[config.mk]
export PLATFORM = sky130hd
export DESIGN_NAME = sap1_sequencer
export DESIGN_NICKNAME = d
export VERILOG_FILES = /design/src/rtl/sap1_sequencer.sv
export SDC_FILE = /design/constraint.sdc
export NUM_CORES = 1
export LEC_CHECK = 0
export CORE_AREA = 2 2 39 41
export DETAILED_ROUTE_END_ITERATION = 7
export DIE_AREA = 0 0 41 43
export DONT_BUFFER_PORTS = 1
export PLACE_DENSITY_LB_ADDON = 0.12
export SETUP_SLACK_MARGIN = 0.4
export SYNTH_ARGS = -nofsm -noshare
export SYNTH_HDL_FRONTEND = slang
export SYNTH_SLANG_ARGS = --single-unit
[constraint.sdc]
create_clock -name clk -period 1.13 [get_ports clk]
set_input_delay 0.113 -clock clk [delete_from_list [all_inputs] [get_ports clk]]
set_output_delay 0.113 -clock clk [all_outputs]
set_load 0.01 [all_outputs]
[src/rtl/sap1_sequencer.sv]
// sap1_sequencer: SAP-1 T-state control sequencer driving the datapath load/enable strobes
module sap1_sequencer #(
  parameter bit SKIP_NOP = 1'b0
) (
  input  logic       clk,
  input  logic       n_rst,
  input  logic [3:0] opcode,
  output logic       pc_inc,
  output logic       n_pc_en,
  output logic       n_mar_load,
  output logic       n_ram_en,
  output logic       n_ir_load,
  output logic       n_ir_en,
  output logic       n_a_load,
  output logic       n_a_en,
  output logic       sub,
  output logic       n_alu_en,
  output logic       n_b_load,
  output logic       n_out_load,
  output logic [2:0] tstate,
  output logic       halted
);
  localparam logic [2:0] IDLE = 3'd0, T1 = 3'd1, T2 = 3'd2, T3 = 3'd3,
                         T4 = 3'd4, T5 = 3'd5, T6 = 3'd6, HALT = 3'd7;
  localparam logic [3:0] LDA = 4'h0, ADD = 4'h1, SUB = 4'h2, OUT = 4'hE, HLT = 4'hF;

  logic [2:0] state, next;
  logic       alu_op;

  assign alu_op = (opcode == ADD) || (opcode == SUB);
  assign tstate = state;
  assign halted = (state == HALT);

  // state register, reset drops straight back to IDLE
  always_ff @(posedge clk or negedge n_rst) begin
    if (!n_rst) state <= IDLE;
    else        state <= next;
  end

  // next state: HLT traps at T4, SKIP_NOP shortcuts back to T1 once nothing is left to do
  always_comb begin
    next = state + 3'd1;
    case (state)
      T4:      next = (opcode == HLT) ? HALT
                    : (SKIP_NOP && !(alu_op || opcode == LDA)) ? T1 : T5;
      T5:      next = (SKIP_NOP && !alu_op) ? T1 : T6;
      T6:      next = T1;
      HALT:    next = HALT;
      default: next = state + 3'd1;
    endcase
  end

  // Moore strobe decode; opcode only matters in T4..T6, so at most one bus driver per state
  always_comb begin
    pc_inc     = 1'b0;
    n_pc_en    = 1'b1;
    n_mar_load = 1'b1;
    n_ram_en   = 1'b1;
    n_ir_load  = 1'b1;
    n_ir_en    = 1'b1;
    n_a_load   = 1'b1;
    n_a_en     = 1'b1;
    sub        = 1'b0;
    n_alu_en   = 1'b1;
    n_b_load   = 1'b1;
    n_out_load = 1'b1;
    case (state)
      T1: begin
        n_pc_en    = 1'b0;
        n_mar_load = 1'b0;
      end
      T2: pc_inc = 1'b1;
      T3: begin
        n_ram_en  = 1'b0;
        n_ir_load = 1'b0;
      end
      T4: begin
        n_ir_en    = !(alu_op || opcode == LDA);
        n_mar_load = !(alu_op || opcode == LDA);
        n_a_en     = !(opcode == OUT);
        n_out_load = !(opcode == OUT);
      end
      T5: begin
        n_ram_en = !(alu_op || opcode == LDA);
        n_a_load = !(opcode == LDA);
        n_b_load = !alu_op;
      end
      T6: begin
        n_alu_en = !alu_op;
        n_a_load = !alu_op;
        sub      = (opcode == SUB);
      end
      default: ;
    endcase
  end
endmodule

==> qor.csv, run 1 <==
stage;metric;value;unit
global_route;met1_usage;0.135;
layout;n_fill_cell;142;
place;port_buffers;0;
place;dp_hpwl;723;um
clock_network;clock_path_buffers;2;
clock_network;cts_root_buf;clkbuf_4;
place;place_congestion;0.784;
place;place_inst;65;
setup_path;crit_type;reg -> out;
drt;totalWireLength;1090;um
global_route;grt_antenna_before_repair;0;
worst_hold_path;holdPathStages;2;
clock_network;cts_max_level;1;
place;post-place-ws;-96.0;ps
setup_path;worstPathMaxFanout;6;
die;io_pins;22;
sta;setup_viol;16;
die;row_count;14;
clock_network;numCtsBuffers;3;
sta;holdWs;54.6;ps
yosys;synth_nets;51;
clock_network;path_clk_slew;40;ps
die;die_h;43;um
setup_path;r2r_slack;-100;ps
status;status;complete, but fails checks;
power_and_ir_drop;power.density;2820;mW/mm2
power_and_ir_drop;worst_ir_drop_vdd;1360;uV
yosys;synth_top_area_share;0.218;
yosys;post_synth_num_cell_types;21;
yosys;synth-seq-cells;3;
global_route;grt_pass1_wl;1620;um
yosys;yosys_most_used_dff;dfrtp_1;
status;failed_checks;negative setup slack;
setup_path;cp-start-kind;flop;
yosys;synth.largest_area_cell;dfrtp_1;
drt;drtAntennaViolNets;0;
yosys;synth_commonest_cells;nand2_1 (8), ha_1 (4), and2_1 (3), dfrtp_1 (3), nor2b_1 (3);
global_route;grt_pass1_vias;409;
sta;skew;0.514;ps
layout;stdcell_count;79;
worst_hold_path;holdCritStartpoint;opcode[1];
power_and_ir_drop;leakage;0.000290;uW
setup_path;timing.rr.start;tstate[0];
place;place_area;473;um2
layout;nNetsFinal;74;
sta;final.period_utilization;1.22;
setup_path;r2r-end;tstate[1];
global_route;grtUsageTotal;0.134;
drt;viasPerCell;4.81;
sta;slew_violations;0;
setup_path;critical_path_required;1020;ps
drt;post_drt_wl_per_cell;13.8;um
clock_network;clkLatencyLatePin;230;ps
yosys;syn_area;344;um2
layout;fin_area;679;um2
sta;timing.final.ws_setup;-251;ps
yosys;synth_warnings;0;
worst_hold_path;hold_path_class;in -> reg;
die;die_w;41;um
drt;drtIter0Drc;4;
drt;drtPass1Iterations;2;
worst_hold_path;holdPathEnd;tstate[1];
global_route;grt_max_degree;11;
setup_path;critPathArrivalTime;1270;ps
global_route;use_met2;0.225;
die;core_region_area;0.00138;mm2
yosys;synthTopCellsByArea;dfrtp_1 (22%), ha_1 (15%), nand2_1 (8.7%);
layout;multi_input_area;359;um2
yosys;yosysMostFrequentCell;nand2_1;
layout;final-seq-area;77.6;um2
sta;max_freq;0.724;GHz
yosys;async_reset_ff_frac;1.00;
die;die_area;0.00176;mm2
layout;final_util;0.491;
global_route;gr-usage-met3;0.0366;
yosys;post_synth.cell_area_avg;8.39;um2
global_route;grt_overflow_total;0;
die;start_util;0.249;
drt;route.detailed.drc;0;
layout;syn2layout_area_growth;97.5;%
yosys;synth_edf_count;0;
clock_network;cts_num_sinks;3;
yosys;yosysSeqAreaShare;0.218;
flow_run;cap_violations;0;
drt;vias;380;
clock_network;tritoncts;done;
layout;drive_gt1_frac;0.698;
sta;worst_pin_slew;299;ps
yosys;synth_cells;41;
sta;finalHoldViolations;0;
sta;grt_setup_unrepaired;yes;
layout;n_antenna_cell;0;
sta;max_slew_margin;0.801;
setup_path;r2r_cells;6;
setup_path;cp-end-kind;output pin;
global_route;grt_busiest_layer;met2;
sta;period_needed;1380;ps
==> report_power, final <==
group          internal (uW)  switching [uW]
clock                    132            52.9
sequential               175            90.0
combinational            833             634
total                   1140             777
==> final cells by class <==
type | instances | share of cell area
Inverter | 2 | 0.0184
Clock buffer | 4 | 0.0387
Timing Repair Buffer | 20 | 0.271
Multi-Input combinational cell | 34 | 0.529
Tap cell | 16 | 0.0295
Sequential cell | 3 | 0.114
==> how the worst max path moves through the flow <==
| stage | startpoint | to | slack [ps] | depth (start not counted) |
|---|---|---|---|---|
| 2_1_floorplan | tstate[1] | n_out_load | -60 | 5 |
| 3_3_place_gp | tstate[0] | tstate[1] | -100 | 5 |
| 3_5_place_dp | tstate[0] | n_a_load | -100 | 4 |
| 4_1_cts | tstate[0] | n_a_load | -270 | 4 |
| 5_1_grt | tstate[1] | n_a_load | -290 | 4 |
| 6_report | tstate[0] | n_a_load | -250 | 4 |
==> cell usage in the layout, fill, tap and decap left out, types with 2 or more instances in the layout <==
| cell | instances |
|---|---|
| inv_4 | 2 |
| nand2_2 | 2 |
| buf_6 | 9 |
| nor2b_4 | 2 |
| clkbuf_4 | 3 |
| and2_4 | 2 |
| nand2b_1 | 2 |
| ha_4 | 3 |
| buf_4 | 9 |
| dfrtp_2 | 2 |
| nand2_1 | 5 |
==> per-stage QoR <==
stage               TNS (ps)  total power, uW
floorplan               -175              885
global placement        -214             1190
detailed placement      -218             1180
CTS                    -2790             1780
global route           -3560             2050
finish                 -2740             1920
==> layer usage <==
layer / routed length, um / vias to the layer above
met5: 0 / -
met4: 0 / 0
met3: 64 / 0
met2: 648 / 9
met1: 381 / 188
li1: - / 183
==> logic make-up after synthesis <==
kind of cell             count (synthesis)  share of synthesized area
AO/OA/AOI/OAI                            5                     0.0909
multiplexers                             1                     0.0327
AND/OR/NAND/NOR                         23                      0.422
flip-flops                               3                      0.218
XOR/XNOR                                 1                     0.0255
buffers and inverters                    4                     0.0654
adder cells (fa/ha/maj)                  4                      0.145
==> worst max-delay path, cell delays in order (launching register included) <==
cell and delay, ps:
dfrtp_2 440, buf_6 140, ha_4 170, nor4b_4 130, o21ai_2 160
==> repair_timing <==
item                                   4_1_cts  5_1_grt
endpoints found under the hold margin        3        0
pin swaps                                    8        3
setup endpoints to repair                   19       19
gates cloned                                 0        1
gates resized for setup                     19        5
setup buffers                                7        1
hold buffers                                 1        0
(Power assumes the default switching activity.)
==> inputs of run 2 (changes only) <==
--- a/config.mk
+++ b/config.mk
@@ -9,6 +9,7 @@
 export DETAILED_ROUTE_END_ITERATION = 7
 export DIE_AREA = 0 0 41 43
 export DONT_BUFFER_PORTS = 1
+export MAX_ROUTING_LAYER = met4
 export PLACE_DENSITY_LB_ADDON = 0.12
 export SETUP_SLACK_MARGIN = 0.4
 export SYNTH_ARGS = -nofsm -noshare
==> run 2 against run 1 <==
The run still ends with negative setup slack left. Sequential share of layout area about the same. Critical path depth unchanged. Sequential power about the same. Global-route usage increased by 0.23 points. Critical path type unchanged. Setup slack got worse by 0.52 ps. Die area unchanged. Clock-buffer cell count unchanged. Largest power group unchanged. Design area increased by 0.37%. Register-to-register slack about the same. Via count decreased by 0.26%.
==> qor.csv, run 2 (synthesis gave the netlist of run 1 again) <==
stage;metric;value;unit
sta;max_freq;0.724;GHz
sta;grt_setup_unrepaired;yes;
power_and_ir_drop;finalPower;1920;uW
setup_path;crit_type;reg -> out;
place;dp_hpwl;723;um
sta;finalSetupTns;-2630;ps
global_route;grtUsageTotal;0.136;
power_and_ir_drop;leakage;0.000289;uW
drt;vias;379;
sta;timing.final.ws_setup;-252;ps
power_and_ir_drop;power.density;2820;mW/mm2
layout;fin_area;682;um2
clock_network;numCtsBuffers;3;
global_route;grt_pass1_wl;1610;um
drt;drtIter0Drc;4;
die;core_region_area;0.00138;mm2
global_route;gr-usage-met3;0.0366;
status;failed_checks;negative setup slack;
setup_path;cp-start-kind;flop;
global_route;grt_overflow_total;0;
sta;max_slew_margin;0.801;
layout;n_fill_cell;141;
power_and_ir_drop;switchingPower;778;uW
setup_path;cp-end-kind;output pin;
sta;period_needed;1380;ps
status;status;complete, but fails checks;
layout;final_util;0.493;
power_and_ir_drop;p_clk_frac;0.096;
worst_hold_path;hold_path_class;in -> reg;
die;io_pins;22;
layout;multi_input_area;362;um2
die;row_count;14;
flow_run;cap_violations;0;
drt;totalWireLength;1090;um
layout;drive_gt1_frac;0.714;
sta;skew;0.514;ps
die;die_w;41;um
place;port_buffers;0;
drt;drtAntennaViolNets;0;
clock_network;clock_path_buffers;2;
global_route;use_met2;0.225;
sta;slew_violations;0;
die;die_h;43;um
setup_path;critPathArrivalTime;1270;ps
clock_network;clkLatencyLatePin;230;ps
global_route;grt_antenna_before_repair;0;
place;place_area;473;um2
sta;finalHoldViolations;0;
layout;nNetsFinal;74;
drt;drtPass1Iterations;2;
drt;route.detailed.drc;0;
layout;n_antenna_cell;0;
setup_path;critical_path_required;1020;ps
place;place_congestion;0.795;
layout;final_cell_mix;buf_6 (9), buf_4 (9), nand2_1 (5);
layout;syn2layout_area_growth;98.2;%
global_route;met1_usage;0.132;
clock_network;path_clk_slew;40;ps
layout;final-seq-area;77.6;um2
sta;worst_pin_slew;299;ps
global_route;grt_busiest_layer;met2;
clock_network;cts_num_sinks;3;
power_and_ir_drop;seq_power_share;0.139;
global_route;grt_max_degree;11;
power_and_ir_drop;worst_ir_drop_vdd;1420;uV
global_route;grt_pass1_vias;410;
sta;final.period_utilization;1.22;
sta;setup_viol;16;
power_and_ir_drop;p_int;1150;uW
setup_path;worstPathMaxFanout;6;
clock_network;cts_max_level;1;
place;post-place-ws;-96.0;ps
clock_network;cts_root_buf;clkbuf_4;
drt;post_drt_wl_per_cell;13.8;um
power_and_ir_drop;switching_share;0.404;
drt;viasPerCell;4.80;
power_and_ir_drop;combPwrFrac;0.765;
die;die_area;0.00176;mm2
clock_network;tritoncts;done;
die;start_util;0.249;
[run 2: worst max-delay path, cell delays in order (launching register included)]
cell,delay [ps]
dfrtp_2,440
buf_6,140
ha_4,170
nor4b_4,130
o21ai_2,160
[run 2: layout make-up]
class,instances,share of cell area
Multi-Input combinational cell,34,0.530
Tap cell,16,0.0294
Timing Repair Buffer,20,0.270
Sequential cell,3,0.114
Clock buffer,4,0.0385
Inverter,2,0.0183
[run 2: power by group through the flow]
| stage | registers (uW) | clock network, uW | logic, uW |
|---|---|---|---|
| floorplan | 268 | 0 | 617 |
| global placement | 234 | 0 | 960 |
| detailed placement | 235 | 0 | 945 |
| CTS | 257 | 198 | 1330 |
| global route | 273 | 202 | 1580 |
| finish | 267 | 185 | 1470 |
[run 2: path summary, 6_finish.rpt]
check,start,to,slack [ps],cells past startpoint
max,tstate[0],n_a_load,-250,4
min,opcode[1],tstate[1],50,2
max reg2reg,tstate[0],tstate[1],-110,6
min reg2reg,tstate[0],tstate[0],630,3
max in group asynchronous,n_rst,tstate[1],840,1
min in group asynchronous,n_rst,async pin,130,1
[run 2: what timing repair did]
| item | in CTS | in global routing |
|---|---|---|
| hold buffers | 1 | 0 |
| setup buffers | 7 | 1 |
| cloned | 0 | 1 |
| hold endpoints to repair | 3 | 0 |
| gates resized for setup | 19 | 6 |
| pin swaps | 8 | 4 |
| endpoints found under the setup margin | 19 | 19 |
[run 2: per-stage QoR]
step,instances,hold slack (ps)
floorplan,41,-183
finish,79,54.5
detailed placement,65,-183
global placement,65,-183
global route,79,60.1
CTS,77,49.1
[run 2: layer usage]
layer	vias up	share of wire
met2	9	0.60
li1	183	-
met1	187	0.34
met4	0	0
met5	-	0
met3	0	0.059
